$ cat src/rtl/axi4_lite_master.sv
// AXI4-Lite initiator: takes one read/write command at a time on a valid/ready
// command port, runs the matching AXI4-Lite transaction and returns the result
// on a valid/ready response port. All AXI and response outputs are registered.
module axi4_lite_master #(
  parameter int unsigned DATA_WIDTH = 32,
  parameter int unsigned ADDRESS    = 32
) (
  input  logic                      ACLK,
  input  logic                      ARESET,
  // Command port
  input  logic                      cmd_valid,
  output logic                      cmd_ready,
  input  logic                      cmd_write,
  input  logic [ADDRESS-1:0]        cmd_addr,
  input  logic [DATA_WIDTH-1:0]     cmd_wdata,
  input  logic [DATA_WIDTH/8-1:0]   cmd_wstrb,
  // Response port
  output logic                      rsp_valid,
  input  logic                      rsp_ready,
  output logic                      rsp_write,
  output logic [DATA_WIDTH-1:0]     rsp_rdata,
  output logic [1:0]                rsp_resp,
  // AXI4-Lite write address / data / response
  output logic [ADDRESS-1:0]        M_AWADDR,
  output logic                      M_AWVALID,
  input  logic                      M_AWREADY,
  output logic [DATA_WIDTH-1:0]     M_WDATA,
  output logic [DATA_WIDTH/8-1:0]   M_WSTRB,
  output logic                      M_WVALID,
  input  logic                      M_WREADY,
  input  logic [1:0]                M_BRESP,
  input  logic                      M_BVALID,
  output logic                      M_BREADY,
  // AXI4-Lite read address / data
  output logic [ADDRESS-1:0]        M_ARADDR,
  output logic                      M_ARVALID,
  input  logic                      M_ARREADY,
  input  logic [DATA_WIDTH-1:0]     M_RDATA,
  input  logic [1:0]                M_RRESP,
  input  logic                      M_RVALID,
  output logic                      M_RREADY
);

  typedef enum logic [2:0] {
    StIdle,
    StWrite,
    StWresp,
    StRaddr,
    StRdata,
    StRsp
  } state_e;

  state_e                    state_q, state_d;
  logic                      cmd_ready_q, cmd_ready_d;
  logic [ADDRESS-1:0]        addr_q, addr_d;
  logic [DATA_WIDTH-1:0]     wdata_q, wdata_d;
  logic [DATA_WIDTH/8-1:0]   wstrb_q, wstrb_d;
  logic                      awvalid_q, awvalid_d;
  logic                      wvalid_q, wvalid_d;
  logic                      aw_done_q, aw_done_d;
  logic                      w_done_q, w_done_d;
  logic                      bready_q, bready_d;
  logic                      arvalid_q, arvalid_d;
  logic                      rready_q, rready_d;
  logic                      rsp_valid_q, rsp_valid_d;
  logic                      rsp_write_q, rsp_write_d;
  logic [DATA_WIDTH-1:0]     rsp_rdata_q, rsp_rdata_d;
  logic [1:0]                rsp_resp_q, rsp_resp_d;

  // Next-state logic: every register holds unless the current state moves it.
  always_comb begin
    state_d     = state_q;
    addr_d      = addr_q;
    wdata_d     = wdata_q;
    wstrb_d     = wstrb_q;
    awvalid_d   = awvalid_q;
    wvalid_d    = wvalid_q;
    aw_done_d   = aw_done_q;
    w_done_d    = w_done_q;
    bready_d    = bready_q;
    arvalid_d   = arvalid_q;
    rready_d    = rready_q;
    rsp_valid_d = rsp_valid_q;
    rsp_write_d = rsp_write_q;
    rsp_rdata_d = rsp_rdata_q;
    rsp_resp_d  = rsp_resp_q;

    unique case (state_q)
      StIdle: begin
        if (cmd_valid) begin
          addr_d  = cmd_addr;
          wdata_d = cmd_wdata;
          wstrb_d = cmd_wstrb;
          if (cmd_write) begin
            state_d   = StWrite;
            awvalid_d = 1'b1;
            wvalid_d  = 1'b1;
            aw_done_d = 1'b0;
            w_done_d  = 1'b0;
          end else begin
            state_d   = StRaddr;
            arvalid_d = 1'b1;
          end
        end
      end
      StWrite: begin
        // AW and W complete independently, in any order.
        if (awvalid_q && M_AWREADY) begin
          awvalid_d = 1'b0;
          aw_done_d = 1'b1;
        end
        if (wvalid_q && M_WREADY) begin
          wvalid_d = 1'b0;
          w_done_d = 1'b1;
        end
        if (aw_done_d && w_done_d) begin
          state_d  = StWresp;
          bready_d = 1'b1;
        end
      end
      StWresp: begin
        if (M_BVALID) begin
          rsp_resp_d  = M_BRESP;
          rsp_write_d = 1'b1;
          rsp_rdata_d = '0;
          rsp_valid_d = 1'b1;
          bready_d    = 1'b0;
          state_d     = StRsp;
        end
      end
      StRaddr: begin
        if (M_ARREADY) begin
          arvalid_d = 1'b0;
          rready_d  = 1'b1;
          state_d   = StRdata;
        end
      end
      StRdata: begin
        if (M_RVALID) begin
          rsp_rdata_d = M_RDATA;
          rsp_resp_d  = M_RRESP;
          rsp_write_d = 1'b0;
          rsp_valid_d = 1'b1;
          rready_d    = 1'b0;
          state_d     = StRsp;
        end
      end
      StRsp: begin
        if (rsp_ready) begin
          rsp_valid_d = 1'b0;
          state_d     = StIdle;
        end
      end
      default: state_d = StIdle;
    endcase

    // Registered so cmd_ready is high exactly while the state register holds IDLE.
    cmd_ready_d = (state_d == StIdle);
  end

  // State and output registers with synchronous reset.
  always_ff @(posedge ACLK) begin
    if (ARESET) begin
      state_q     <= StIdle;
      cmd_ready_q <= 1'b1;
      addr_q      <= '0;
      wdata_q     <= '0;
      wstrb_q     <= '0;
      awvalid_q   <= 1'b0;
      wvalid_q    <= 1'b0;
      aw_done_q   <= 1'b0;
      w_done_q    <= 1'b0;
      bready_q    <= 1'b0;
      arvalid_q   <= 1'b0;
      rready_q    <= 1'b0;
      rsp_valid_q <= 1'b0;
      rsp_write_q <= 1'b0;
      rsp_rdata_q <= '0;
      rsp_resp_q  <= '0;
    end else begin
      state_q     <= state_d;
      cmd_ready_q <= cmd_ready_d;
      addr_q      <= addr_d;
      wdata_q     <= wdata_d;
      wstrb_q     <= wstrb_d;
      awvalid_q   <= awvalid_d;
      wvalid_q    <= wvalid_d;
      aw_done_q   <= aw_done_d;
      w_done_q    <= w_done_d;
      bready_q    <= bready_d;
      arvalid_q   <= arvalid_d;
      rready_q    <= rready_d;
      rsp_valid_q <= rsp_valid_d;
      rsp_write_q <= rsp_write_d;
      rsp_rdata_q <= rsp_rdata_d;
      rsp_resp_q  <= rsp_resp_d;
    end
  end

  assign cmd_ready = cmd_ready_q;
  assign rsp_valid = rsp_valid_q;
  assign rsp_write = rsp_write_q;
  assign rsp_rdata = rsp_rdata_q;
  assign rsp_resp  = rsp_resp_q;
  assign M_AWADDR  = addr_q;
  assign M_AWVALID = awvalid_q;
  assign M_WDATA   = wdata_q;
  assign M_WSTRB   = wstrb_q;
  assign M_WVALID  = wvalid_q;
  assign M_BREADY  = bready_q;
  assign M_ARADDR  = addr_q;
  assign M_ARVALID = arvalid_q;
  assign M_RREADY  = rready_q;

endmodule

$ cat config.mk
export PLATFORM = sky130hd
export DESIGN_NAME = axi4_lite_master
export DESIGN_NICKNAME = d
export VERILOG_FILES = /design/src/rtl/axi4_lite_master.sv
export SDC_FILE = /design/constraint.sdc
export NUM_CORES = 1
export LEC_CHECK = 0
export BUFFER_PORTS_ARGS = -buffer_cell sky130_fd_sc_hd__buf_2
export CAP_MARGIN = 20
export CORE_ASPECT_RATIO = 1.2
export CORE_UTILIZATION = 48
export CTS_CLUSTER_DIAMETER = 100
export DETAILED_ROUTE_END_ITERATION = 6
export HOLD_SLACK_MARGIN = 0.08
export PLACE_DENSITY = 0.82
export REMOVE_ABC_BUFFERS = 1
export SLEW_MARGIN = 10
export SYNTH_ARGS = -nofsm -noshare
export SYNTH_HDL_FRONTEND = slang
export SYNTH_SLANG_ARGS = --single-unit
$ cat constraint.sdc
create_clock -name ACLK -period 2.35 [get_ports ACLK]
set_input_delay 0.1175 -clock ACLK [delete_from_list [all_inputs] [get_ports ACLK]]
set_output_delay 0.1175 -clock ACLK [all_outputs]
set_load 0.01 [all_outputs]
Word-level counts from Yosys, hierarchy flattened
Cells that the tools add are included.
Cells by class
  equal/unequal tests: 15
  mux-type cells: 43
  reductions and logical operators: 20
Operators with widths (count)
  two-way mux 32 bit: 2
  case mux 32 bit (2 select lines): 1
  two-way mux 1 bit: 20
  inequality test 2 bit, second input constant: 10
  two-way mux 3 bit: 6
  case mux 3 bit (6 select lines): 1
  case mux 1 bit (2 select lines): 8
  AND reduction 4 bit: 4
  AND reduction 3 bit: 4
  nonzero test 2 bit: 5
  == test 3 x 2 -> 1 bit, second input constant: 2
  == test 3 bit, second input constant: 2
  logical NOT 3 bit: 2
  two-way mux 2 bit: 3
  case mux 2 bit (2 select lines): 1
  == test 3 x 1 -> 1 bit, second input constant: 1
  logical AND 1 bit: 3
  case mux 1 bit (3 select lines): 1
  nonzero test 3 bit: 1
  AND reduction 2 bit: 1
Storage, ports and cells
  register bits: 115
  input bits: 114
  output and inout bits: 142
  logic and storage cells: 94

Logic depth before layout (Yosys ltp)
  word-level depth: 7
  mapped depth: 8
  depth with buffers taken out: 4

Worst setup path after synthesis
Ideal clock, no wire load.
  path type: register to register
  start point: register state_q[1]
  end point: register addr_q[3], in the netlist M_ARADDR[3]
  library setup time: 132 ps
  arrival: 1435 ps
  data required time: 2218 ps
  setup slack: 783 ps
  stages on the path, launching flop included: 8
  buffers on the path: 4
  period minus slack after synthesis: 1567 ps
  cell sequence: dfxtp_1 -> buf_6 -> or4b_1 -> buf_2 -> buf_4 -> buf_6 -> nand2_1 -> a21oi_1
On the way
  word-level cells in the longest chain between the ends: 2
Ends and longest elaborated chain
  from (decl): line 53  | state_e state_q, state_d;
  from (signal assigned): line 164  | state_q <= StIdle;
  from (signal assigned): line 181  | state_q <= state_d;
  logical NOT 3 bit: line 88  | unique case (state_q)
  AND reduction 2 bit (no line)
  to (signal assigned): line 183  | addr_q <= addr_d;
  to (decl): line 55  | logic [ADDRESS-1:0] addr_q, addr_d;
No other way between the ends.
A chain may end at the register's enable or synchronous reset.

Worst setup path in the final report
  start point: input ARESET
  end point: register wvalid_q, in the netlist M_WVALID
RTL lines
  from (decl): line 9  | input logic ARESET,
  to (signal assigned): line 187  | wvalid_q <= wvalid_d;
  to (decl): line 59  | logic wvalid_q, wvalid_d;
No word-level cell between the ends.

==> out/results.ini <==
[cells_and_area]
drive_gt1_share_pct = 35.11
nNetsFinal = 981
fin_util_pct = 77.64
final_cells = 1004
area_growth_pct = 56.60

[placed_design]
dp_hpwl_mm = 8.609
dp_slack_ns = 0.3750
port_buffers = 255
gp_congestion = 0.8670
placedCellCount = 869

[clocking]
cts_sinks = 115
numCtsBuffers = 17
clk_pin_slew_worst_paths_ns = 0.05
cts_setup_buffers = 0
insertion_delay_ns = 0.42
tritoncts = built
cts.htree.levels = 4
clock_path_buffers = 2
cts_root_buf = clkbuf_16

[worst_setup_path]
r2r-start = state_q[1]
r2r-end = rsp_rdata[1]
worst_ep_required_time_ns = 2.64
crit_arrival_ns = 2.51
cp_max_fo = 89
crit_path_start_kind = input port
critPathKind = in -> reg
reg2reg_depth = 6
cp-startpoint = ARESET
worstSetupEndpointType = flip-flop
rrSetupSlack_ns = 0.14

[synthesis]
yosys_register_bits = 115
synthFlopType = dfxtp_1
yosysMostFrequentCell = nand2_1
ys_seq_area_share_pct = 48.55
synth.area.top_cells = dfxtp_1, nand2_1, a21oi_1
synthesis.area_per_instance_um2 = 8.544
synth_area_leader_cell = dfxtp_1
ys_warn_count = 0
synth_top_cell_area_share_pct = 48.55
synth_area_mm2 = 0.004742
syn_inst = 555
ys_types = 36
yosys-top-cells-count = nand2_1, dfxtp_1, a21oi_1
synth_edf_count = 0
postSynth.asyncResetShare_pct = 0

[timing]
maxSlewViolCount = 0
slew_headroom_pct = 39.43
max_slew.worst_pin.slew_ns = 0.9086
finalSetupTns_ns = 0
min_period_ns = 2.215
clock.fmax_ghz = 0.4514
rsz0062_at_grt = false
hold_viol = 0
setup_violations = 0
period_share_pct = 94.27
finalClockSkew_ns = 0.01057
setup_slack_ns = 0.1347

[grt]
met1_usage_pct = 30.87
gr-max-usage-layer = met2
grt.overflow.total = 0
grt_use_total_pct = 32.72
grt_pass1_vias = 5408
grt_use_met3_pct = 9.671
grt_pass1_wl_mm = 25.95
grt_start_max_net_pins = 90
antenna_found_initial = 1
grt.met2_usage_pct = 59.51

[route]
wire_per_inst_um = 16.97
ant_nets = 0
drtPass1Iterations = 7
num_vias = 5276
post-route-drc-count = 3
wl_mm = 17.04
dr.first_iter.drc_count = 386
via_per_inst = 5.255

[die]
initial_utilization_pct = 49.58
chipWidth_um = 92.74
io_pins = 256
num_rows = 39
dieArea_mm2 = 0.01028
chipHeight_um = 110.9
core-area_mm2 = 0.009564

[worst_hold_path]
hold_class = in -> reg
hold_path_startpoint = M_RDATA[30]
whs_endpoint = rsp_rdata[30]
hold_depth = 4

[power_and_ir_drop]
ir_drop_mv = 0.5983
total_power_mw = 5.902
p_leak_nw = 3.508
powerDensity_mw_per_mm2 = 794.7

[outcome]
violations = DRC
outcome = finished with violations

[job]
maxCapViolCount = 0

==> logic make-up (layout without fill, tap and decap cells) <==
logic type | after synthesis | count (layout) | share of synthesized area [%]
and+or+nand+nor | 232 | 232 | 22.03
muxes | 36 | 36 | 7.731
AOI/OAI and AO/OA | 97 | 97 | 11.61
buffers and inverters | 75 | 400 | 10.08
DFF | 115 | 115 | 48.55
other | 0 | 1 | 0
==> how the worst max path moves through the flow <==
stage	to	slack, ns
floorplan	aw_done_q	-0.41
global placement	M_ARADDR[12]	0.45
detailed placement	M_ARADDR[11]	0.38
CTS	rsp_rdata[18]	0.01
global route	rsp_rdata[1]	0.04
finish	M_WVALID	0.13
==> registers in the layout, summed over array words and instances (netlist names), 2 cells and up <==
| signal | cells |
|---|---|
| M_ARADDR | 32 |
| M_WDATA | 32 |
| rsp_rdata | 32 |
| M_WSTRB | 4 |
| state_q | 3 |
| rsp_resp | 2 |
==> layer usage <==
| layer | vias to the layer above | share of wire [%] |
|---|---|---|
| li1 | 2407 | - |
| met1 | 2407 | 34 |
| met2 | 354 | 52 |
| met3 | 108 | 7.9 |
| met4 | 0 | 6.2 |
| met5 | - | 0 |
==> through the flow <==
| step | hold slack, ns | area, um^2 |
|---|---|---|
| after floorplan | 0.1821 | 4279 |
| after global placement | 0.3513 | 5797 |
| after detailed placement | 0.3635 | 5797 |
| after CTS | 0.08173 | 7421 |
| after global routing | 0.08770 | 7426 |
| final | 0.08867 | 7426 |
==> what timing repair did <==
item | 4_1_cts | 5_1_grt
hold buffers | 102 | 0
hold endpoints to repair | 99 | 0
setup endpoints to repair | 0 | 3
gates resized for setup | 0 | 2
==> report_power, final <==
group / leakage [nW] / switching (mW) / internal (mW) / total [mW]
sequential: 0.938 / 0.127 / 2.10 / 2.22
clock: 0.279 / 0.963 / 1.63 / 2.59
combinational: 2.29 / 0.598 / 0.489 / 1.09
total: 3.51 / 1.69 / 4.21 / 5.90
==> cells in the final DEF (no fill, tap or decap), types with 4 or more instances in the layout <==
master,count
mux2i_1,34
a21oi_1,78
nor2_1,41
nand2_1,142
inv_1,4
and2_1,33
clkinvlp_4,5
buf_2,254
dfxtp_1,113
clkbuf_16,17
buf_4,6
dlygate4sd3_1,102
==> final cells by class <==
cell class,instances,area (um^2)
clock inverter,13,150.1
sequential,115,2305
multi-input combinational,365,1969
timing repair buffer,364,2377
tap,123,153.9
clock buffer,19,452.9
fill,577,2138
inverter,4,15.01
antenna,1,2.502
==> critical path, cell delays in order <==
cell and delay (ns):
dlygate4sd3_1 0.57, buf_4 0.31, buf_4 0.76, a311oi_1 0.07
dlygate4sd3_1 0.60
(Power assumes the default switching activity.)
